$ cat config.mk
export PLATFORM = sky130hd
export DESIGN_NAME = clock_divider_prog
export DESIGN_NICKNAME = d
export VERILOG_FILES = /design/src/rtl/clock_divider_prog.sv
export SDC_FILE = /design/constraint.sdc
export NUM_CORES = 1
export LEC_CHECK = 0
export BUFFER_PORTS_ARGS = -buffer_cell sky130_fd_sc_hd__clkbuf_2
export CORE_MARGIN = 4
export CORE_UTILIZATION = 59
export DETAILED_ROUTE_END_ITERATION = 10
export PLACE_DENSITY = 0.78
export SLEW_MARGIN = 20
export SYNTH_ARGS = -nofsm -noshare
export SYNTH_HDL_FRONTEND = slang
export SYNTH_SLANG_ARGS = --single-unit
$ cat constraint.sdc
create_clock -name clk_i -period 3.4 [get_ports clk_i]
set_clock_uncertainty 0.2 [all_clocks]
set_input_delay 0 -clock clk_i [delete_from_list [all_inputs] [get_ports clk_i]]
set_output_delay 0 -clock clk_i [all_outputs]
set_load 0.05 [all_outputs]
$ cat src/rtl/clock_divider_prog.sv
// Programmable clock-enable divider: clk_o low for ceil(N/2) cycles, high for the rest; tick_o marks each wrap.
// Outputs are registered; new divisors are held pending and applied only at a wrap, so no short or long pulses occur.
module clock_divider_prog #(
   parameter int WIDTH       = 8,
   parameter int DEFAULT_DIV = 6
) (
   input  logic             clk_i,
   input  logic             reset_i,
   input  logic             enable_i,
   input  logic [WIDTH-1:0] div_i,
   input  logic             load_i,
   output logic             clk_o,
   output logic             tick_o,
   output logic             pending_o,
   output logic             reject_o
);

   logic [WIDTH-1:0] cnt;
   logic [WIDTH-1:0] n_act;
   logic [WIDTH-1:0] n_pend;
   logic [WIDTH:0]   half;
   logic [WIDTH:0]   half_m1;
   logic             wrap;
   logic             rise;
   logic             div_ok;

   // One extra bit keeps (n_act+1) from overflowing at the maximum divisor.
   assign half    = ({1'b0, n_act} + (WIDTH+1)'(1)) >> 1;
   assign half_m1 = half - (WIDTH+1)'(1);
   assign wrap    = (cnt == (n_act - WIDTH'(1)));
   assign rise    = ({1'b0, cnt} == half_m1);
   assign div_ok  = (div_i >= WIDTH'(2));

   always_ff @(posedge clk_i) begin
      if (reset_i) begin
         cnt       <= '0;
         n_act     <= WIDTH'(DEFAULT_DIV);
         n_pend    <= '0;
         pending_o <= 1'b0;
         clk_o     <= 1'b0;
         tick_o    <= 1'b0;
         reject_o  <= 1'b0;
      end else begin
         reject_o <= 1'b0;
         tick_o   <= 1'b0;
         if (enable_i) begin
            if (wrap) begin
               cnt    <= '0;
               clk_o  <= 1'b0;
               tick_o <= 1'b1;
               if (pending_o) begin
                  n_act     <= n_pend;
                  pending_o <= 1'b0;
               end
            end else begin
               cnt <= cnt + WIDTH'(1);
               if (rise) begin
                  clk_o <= 1'b1;
               end
            end
         end
         // A load on the wrap cycle overrides the pending clear above: the old
         // n_pend is consumed at this wrap and the new value waits for the next one.
         if (load_i) begin
            if (div_ok) begin
               n_pend    <= div_i;
               pending_o <= 1'b1;
            end else begin
               reject_o <= 1'b1;
            end
         end
      end
   end

endmodule

[After elaboration in Yosys (flattened, before gate mapping)]
Index checks and enable logic that the tools add are counted.
Operators by class
  reductions and logical operators: 6
  bitwise logic cells: 2
  multiplexer cells: 9
  add/sub/neg operators: 4
  eq/ne operators: 2
  $lt $le $gt $ge: 1
Operator list (number)
  $add A8 B1 Y9 const B: 1
  $eq A8 B9 Y1: 1
  $sub A8 B1 Y9 const B: 1
  $add A8 B1 Y8 const B: 1
  $eq A8 B8 Y1: 1
  $ge A8 B2 Y1 const B: 1
  $mux W1: 8
  $mux W8: 1
  $sub A8 B1 Y8 const B: 1
  $reduce_and A2 Y1: 2
  $reduce_or A2 Y1: 2
  $reduce_and A3 Y1: 1
  $not A1 Y1: 2
  $reduce_bool A2 Y1: 1
Word-level totals
  register bits: 28
  output and inout bits: 4

[Depth between registers and ports, before layout]
Gate-level depths: netlist (run 1).
  word-level depth: 6
  depth in mapped cells: 12
  depth with buffers taken out: 11

[Worst setup path before layout (run 1)]
Ideal clock, no wire load.
  path kind: register to register
  start point: reg n_act[0]
  end point: reg n_act[1]
  cell stages (with the launch flop): 11
  slack: 0.818 ns
  setup time: 0.120 ns
  path buffers: 2
  arrival: 2.262 ns
  clock period less this slack: 2.582 ns
  cells stage by stage: dfxtp_1 > buf_2 > inv_1 > ha_1 > clkbuf_2 > o21ba_1 > a221oi_2 > nor2_1 > nor4b_4 > nand3_4 > a211o_1
On the way
  cells in the longest elaborated chain, start to end: 3
Ends and longest elaborated chain
  start: declaration: RTL line 19  | logic [WIDTH-1:0] n_act;
  start signal: assignment: RTL line 37  | n_act <= WIDTH'(DEFAULT_DIV);
  start signal: assignment: RTL line 52  | n_act <= n_pend;
  $sub A8 B1 Y8: RTL line 30  | assign wrap = (cnt == (n_act - WIDTH'(1)));
  $eq A8 B8 Y1: RTL line 30
  $reduce_and A3 Y1 (no line)
No other way between the ends.
A chain may end at the register's enable or synchronous reset.

[Worst setup path after layout (run 1)]
  start point: reg n_act[0]
  end point: reg cnt[1]
On the way
  cells in the longest elaborated chain, start to end: 3
Ends and longest elaborated chain
  $sub A8 B1 Y8: RTL line 30
  $eq A8 B8 Y1: RTL line 30
  $mux W8: RTL line 47  | if (wrap) begin
  end signal: assignment: RTL line 56  | cnt <= cnt + WIDTH'(1);
  end: declaration: RTL line 18  | logic [WIDTH-1:0] cnt;
No other way between the ends.

==> results of run 1 <==
[cell families (layout without fill, tap and decap cells)]
family | Yosys count | in the layout
AOI/OAI and AO/OA | 33 | 33
buffers and inverters | 29 | 56
xor gates and xnor gates | 36 | 36
DFF | 28 | 28
muxes | 8 | 8
adders and majority gates | 4 | 4
and+or+nand+nor | 91 | 91
[cell usage in the layout, fill, tap and decap left out, types with 2 or more instances in the layout]
| cell | count |
|---|---|
| nand3_1 | 9 |
| a211o_1 | 2 |
| dlygate4sd3_1 | 28 |
| xor2_2 | 2 |
| a21oi_1 | 9 |
| nor3_1 | 4 |
| a31oi_1 | 2 |
| o211ai_1 | 2 |
| clkbuf_2 | 15 |
| nor2_1 | 24 |
| mux2i_1 | 8 |
| a41oi_1 | 2 |
| xor2_1 | 15 |
| and4_1 | 2 |
| clkbuf_4 | 3 |
| and3_1 | 4 |
| inv_1 | 9 |
| nor4_1 | 2 |
| nand2b_1 | 2 |
| a211oi_1 | 2 |
| ha_1 | 4 |
| nand4_1 | 4 |
| nand2_1 | 26 |
| xnor2_1 | 18 |
| dfxtp_1 | 28 |
[routing by layer]
metal,up-vias,GRT usage [%],share of wire (%)
met1,798,28.3,45
li1,839,-,-
met4,0,8.55,2.5
met2,34,40.1,50
met3,13,2.91,2.3
met5,-,0,0
[sequential cells by signal, indices dropped and copies added, names as in the netlist]
register   cells
clk_o          1
cnt            8
n_act          8
n_pend         8
pending_o      1
reject_o       1
tick_o         1
[worst reg2reg max path, stage by stage (launching register included)]
cell           delay, ps
dfxtp_1              580
inv_1                110
ha_1                 310
o21bai_1             200
a211oi_1             280
a211oi_2              60
o22ai_2              240
o211ai_1             180
nand3_1              120
a21oi_1               70
dlygate4sd3_1        570
[per-stage QoR]
step / std cells / area, um2 / hold slack (ps) / util (%) / setup slack, ps
final: 300 / 2280 / 264 / 74.1 / 381
after global routing: 300 / 2280 / 300 / 74.1 / 179
after CTS: 300 / 2280 / 267 / 74.1 / 454
after detailed placement: 268 / 1950 / 49.8 / 63.3 / 544
after global placement: 268 / 1950 / 32.3 / 63.3 / 598
after floorplan: 229 / 1930 / -64.0 / - / 818
[power breakdown]
part	switching (W)	internal, W
combinational	0.0000387	0.0000399
clock	0.000105	0.000119
sequential	0.0000111	0.000338
total	0.000155	0.000497
[cell type report]
cell class                 count  area share (%)
tap                           44            2.41
multi-input combinational    172            53.6
sequential                    28            24.6
timing repair buffer          43            15.6
clock inverter                 1            1.32
clock buffer                   3           0.987
inverter                       9            1.48
[worst min path at each step]
stage,start,slack [ps],endpoint
after floorplan,div_i[3],-60,n_pend[3]$_SDFFE_PP0P_
after global placement,div_i[0],30,n_pend[0]$_SDFFE_PP0P_
after detailed placement,div_i[6],50,n_pend[6]$_SDFFE_PP0P_
after CTS,clk_o$_SDFFE_PP0P_,270,clk_o$_SDFFE_PP0P_
after global routing,clk_o$_SDFFE_PP0P_,300,clk_o$_SDFFE_PP0P_
final,clk_o$_SDFFE_PP0P_,260,clk_o$_SDFFE_PP0P_
==> impl_metrics.env, run 1 <==
export IMPL_synth_most_common_cell="dfxtp_1"
export IMPL_synth_top_area_cell="dfxtp_1"
export IMPL_die_area_um2=4240
export IMPL_status="completed"
export IMPL_yosysTopAreaCellShare_pct=29.1
export IMPL_synth_cell_type_count=56
export IMPL_crit_reg2reg_launch="n_act[0]$_SDFFE_PP0P_"
export IMPL_fp_row_count=20
export IMPL_yosysWarnings=0
export IMPL_yosys_mux_area_fraction_pct=4.16
export IMPL_path_depth=10
export IMPL_worstPathRequired_ps=3440
export IMPL_fmax_mhz=331
export IMPL_synth_xor_area_share_pct=17.5
export IMPL_grt_ovfl_total=0
export IMPL_crit_buf_inv=2
export IMPL_critPathKind="register to register"
export IMPL_initial_core_util_pct=62.6
export IMPL_place_gp_congestion=0.794
export IMPL_cpPeakStageDelay_ps=580
export IMPL_synth_top_family_by_area="simple AND/OR/NAND/NOR gates"
export IMPL_hold_path_class="register to register"
export IMPL_drive_gt1_share_pct=12.9
export IMPL_hold_viol=0
export IMPL_die_width_um=65.1
export IMPL_ios=16
export IMPL_p_total_w=0.000653
export IMPL_avgViaCountPerCell=5.61
export IMPL_worstSkewPairLatency_ps=350
export IMPL_wl_per_cell_um=14.7
export IMPL_nets=273
export IMPL_yosys_top_cells_area="dfxtp_1 29%, xnor2_1 8.2%, xor2_1 6.8%, nand2_1 5.1%, nor2_1 4.7%"
export IMPL_grt_pass1_vias=1627
export IMPL_fin_crit_sh_pct=88.8
export IMPL_endpoint="cnt[1]$_SDFFE_PP0P_"
export IMPL_ir_drop_v=0.000281
export IMPL_p_per_area_nw_per_um2=286
export IMPL_rsz0062_at_grt="no"
export IMPL_h_tree_depth=1
export IMPL_synthCells=229
export IMPL_hold_buffers=28
export IMPL_setup_viol=0
export IMPL_max_cap_violations=0
export IMPL_period_needed_ps=3020
export IMPL_drtPass1Iterations=4
export IMPL_regArea_um2=561
export IMPL_synthAdderAreaFrac_pct=2.60
export IMPL_first_iter_violations=43
export IMPL_r2r_end="cnt[1]$_SDFFE_PP0P_"
export IMPL_cpMaxStageDelayCell="dfxtp_1"
export IMPL_synth_edf_count=0
export IMPL_crit_start="n_act[0]$_SDFFE_PP0P_"
export IMPL_core_area_um2=3080
export IMPL_whs_path_depth=2
export IMPL_slew_viol_final=0
export IMPL_clock_sinks=28
export IMPL_drc=0
export IMPL_rrSetupSlack_ps=380
export IMPL_synth_compound_area_share_pct=13.4
export IMPL_dr_total_vias=1684
export IMPL_hpwl_um=2600
export IMPL_ant_nets=0
export IMPL_worstMarginPinSlew_ps=790
export IMPL_antenna_found_initial=0
export IMPL_p_leak_nw=0.943
export IMPL_port_buffers=15
export IMPL_tritoncts="done"
export IMPL_postSynthAreaPerCell_um2=8.41
export IMPL_ys_ff_latch=28
export IMPL_grt_use_total_pct=22.8
export IMPL_synthToLayoutAreaGrowth_pct=18.4
export IMPL_cts_root_buf="clkbuf_4"
export IMPL_path_cells="inv_1 -> ha_1 -> o21bai_1 -> a211oi_1 -> a211oi_2 -> o22ai_2 -> o211ai_1 -> nand3_1 -> a21oi_1 -> dlygate4sd3_1"
export IMPL_fp_dieH_um=65.1
export IMPL_nFillCells=207
export IMPL_clkSlewWorstSetupHoldPaths_ps=140
export IMPL_critPathMaxFanout=12
export IMPL_async_reset_ff_share_pct=0
export IMPL_critical_path_startpoint_type="register"
export IMPL_cp_end_kind="register"
export IMPL_r2r_cells=10
export IMPL_grt_pass1_wl_um=7600
export IMPL_cts_buffers=3
export IMPL_relSlewSlack_pct=46.6
export IMPL_routed_wl_um=4410
export IMPL_syn_area_um2=1930
export IMPL_grt_max_degree=22
export IMPL_synth_main_ff_cell="dfxtp_1"
export IMPL_diodes=0
export IMPL_syn_num_nets=245
export IMPL_synth_common_cells="28 x dfxtp_1, 26 x nand2_1, 24 x nor2_1"
export IMPL_post_cts_buffers=0
export IMPL_crit_family="compound AO/OA/AOI/OAI gates"
export IMPL_ys_seq_area_share_pct=29.1
export IMPL_cts_resized=0
export IMPL_cts_buffer_depth=2
export IMPL_yosys_area_share_simple_pct=25.8
export IMPL_multiInputGateArea_um2=1220
export IMPL_finalSetupTns_ps=0
export IMPL_crit_arrival_ps=3060
No activity file was read; power rests on OpenSTA's default activity.
==> inputs of run 2 (changes only) <==
CORE_UTILIZATION = 54   (was 59)
PLACE_DENSITY = 0.75   (was 0.78)
clock period = 2.75 ns   (was 3.4 ns; I/O delays follow)
==> run 2 against run 1 <==
Sequential share of layout area decreased by 0.60 points. Non-clock buffer count rose by 8. Clock-buffer cell count unchanged. Largest cell class unchanged. Via count rose by 1.8%. Core utilization down 4.8 points. Sequential power up 23%.
==> impl_metrics.env, run 2 (synthesis results as in run 1) <==
export IMPL_p_clk_share_pct=34.6
export IMPL_swShare_pct=23.5
export IMPL_critical_path_startpoint_type="register"
export IMPL_crit_start="n_act[0]$_SDFFE_PP0P_"
export IMPL_cts_buffers=3
export IMPL_path_cells="inv_1 -> ha_1 -> o21ba_1 -> a221oi_2 -> nor2_1 -> nor4b_4 -> nand3_4 -> a211o_1"
export IMPL_layout_cells_non_filler=310
export IMPL_first_iter_violations=67
export IMPL_antenna_found_initial=0
export IMPL_grt_use_total_pct=22.0
export IMPL_cp_end_kind="register"
export IMPL_seq_power_share_pct=53.6
export IMPL_nets=281
export IMPL_period_needed_ps=2570
export IMPL_dr_total_vias=1715
export IMPL_drtPass1Iterations=5
export IMPL_critPathMaxFanout=10
export IMPL_worstPathRequired_ps=2800
export IMPL_routed_wl_um=4470
export IMPL_grt_pass1_vias=1659
export IMPL_cell_internal_pwr_w=0.000614
export IMPL_ios=16
export IMPL_post_route_util_pct=69.3
export IMPL_p_leak_nw=0.982
export IMPL_grt_ovfl_total=0
export IMPL_die_width_um=67.7
export IMPL_reg_largest_list="cnt x8, n_act x8, n_pend x8"
export IMPL_design_area_um2=2350
export IMPL_grt_pass1_wl_um=7620
export IMPL_fp_dieH_um=67.7
export IMPL_crit_reg2reg_launch="n_act[0]$_SDFFE_PP0P_"
export IMPL_p_per_area_nw_per_um2=342
export IMPL_slew_viol_final=0
export IMPL_drive_gt1_share_pct=17.4
export IMPL_crit_arrival_ps=2620
export IMPL_max_cap_violations=0
export IMPL_grt_max_degree=22
export IMPL_initial_core_util_pct=56.8
export IMPL_diodes=0
export IMPL_cts_root_buf="clkbuf_4"
export IMPL_hpwl_um=2870
export IMPL_endpoint="n_act[2]$_SDFFE_PP1P_"
export IMPL_clock_sinks=28
export IMPL_worstSkewPairLatency_ps=340
export IMPL_nFillCells=256
export IMPL_place_gp_congestion=0.808
export IMPL_core_area_um2=3390
export IMPL_cts_buffer_depth=2
export IMPL_critPathKind="register to register"
export IMPL_hold_path_class="register to register"
export IMPL_wl_per_cell_um=14.4
export IMPL_cpPeakStageDelay_ps=420
export IMPL_tritoncts="done"
export IMPL_ir_drop_v=0.000289
export IMPL_fmax_mhz=389
export IMPL_final_cell_mix="27 x dlygate4sd3_1, 26 x nand2_1, 26 x dfxtp_1"
export IMPL_cpMaxStageDelayCell="dfxtp_2"
export IMPL_finalSetupTns_ps=0
export IMPL_combPwrFrac_pct=11.8
export IMPL_rrSetupSlack_ps=180
export IMPL_dpl_cell_area_um2=2020
export IMPL_fin_crit_sh_pct=93.5
export IMPL_status="completed"
export IMPL_synthToLayoutAreaGrowth_pct=21.9
export IMPL_r2r_cells=8
export IMPL_fp_row_count=21
export IMPL_clkSlewWorstSetupHoldPaths_ps=150
export IMPL_setup_viol=0
export IMPL_die_area_um2=4590
export IMPL_h_tree_depth=1
export IMPL_place_inst=279
export IMPL_r2r_end="n_act[2]$_SDFFE_PP1P_"
export IMPL_layout_commonest_cell="dlygate4sd3_1"
export IMPL_ant_nets=0
export IMPL_drc=0
export IMPL_rsz0062_at_grt="no"
export IMPL_worstMarginPinSlew_ps=480
export IMPL_p_sw_w=0.000189
export IMPL_relSlewSlack_pct=67.6
export IMPL_avgViaCountPerCell=5.53
export IMPL_hold_viol=0
export IMPL_port_buffers=15
run 2: cell types whose count changed in the layout (fill, tap and decap cells not counted), sizes merged:
cell,delta
dlygate4sd3,-1
buf,+9
run 2: per-layer routing:
layer | track usage [%] | wire [um]
met4 | 6.33 | 73
met3 | 2.50 | 129
met2 | 38.8 | 2310
met5 | 0 | 0
met1 | 27.9 | 1950
run 2: metrics by stage:
stage | worst slack, ps | total power, W | hold WS [ps]
CTS | 122 | 0.000804 | 271
floorplan | 168 | 0.000483 | -64.0
detailed placement | 144 | 0.000502 | 37.6
finish | 179 | 0.000802 | 265
global placement | 195 | 0.000500 | 31.2
global route | 14.4 | 0.000836 | 297
run 2: what timing repair did:
item                                   CTS  global route
hold buffers                            27             0
endpoints found under the hold margin   26             0
setup endpoints to repair                0            17
buffers inserted                         0             0
resized for setup                        0             4
run 2: worst min path at each step:
stage,from,endpoint,slack (ps),cells after the start
floorplan,div_i[3],n_pend[3]$_SDFFE_PP0P_,-60,2
global placement,div_i[0],n_pend[0]$_SDFFE_PP0P_,30,3
detailed placement,div_i[0],n_pend[0]$_SDFFE_PP0P_,40,3
CTS,clk_o$_SDFFE_PP0P_,clk_o$_SDFFE_PP0P_,270,2
global route,clk_o$_SDFFE_PP0P_,clk_o$_SDFFE_PP0P_,300,2
finish,clk_o$_SDFFE_PP0P_,clk_o$_SDFFE_PP0P_,270,2
run 2: final cells by class:
class                           instances  area (um2)  area share [%]
Clock buffer                            3        22.5           0.959
Multi-Input combinational cell        172        1230            52.3
Clock inverter                          1        30.0            1.28
Timing Repair Buffer                   51         413            17.6
Sequential cell                        28         563            24.0
Tap cell                               46        57.6            2.45
Inverter                                9        33.8            1.44
run 2: power groups by stage:
stage | clock (W) | sequential, W | combinational (W)
floorplan | 0 | 0.000441 | 0.0000426
global placement | 0 | 0.000438 | 0.0000615
detailed placement | 0 | 0.000439 | 0.0000630
CTS | 0.000282 | 0.000430 | 0.0000921
global route | 0.000299 | 0.000432 | 0.000105
finish | 0.000277 | 0.000430 | 0.0000949
run 2: critical path, delay by kind of cell (launching register included):
| kind | cells | cell delay (ps) |
|---|---|---|
| fa+ha+maj | 1 | 290 |
| flops | 1 | 420 |
| buf+inv | 1 | 60 |
| simple gates | 3 | 690 |
| compound gates | 3 | 840 |
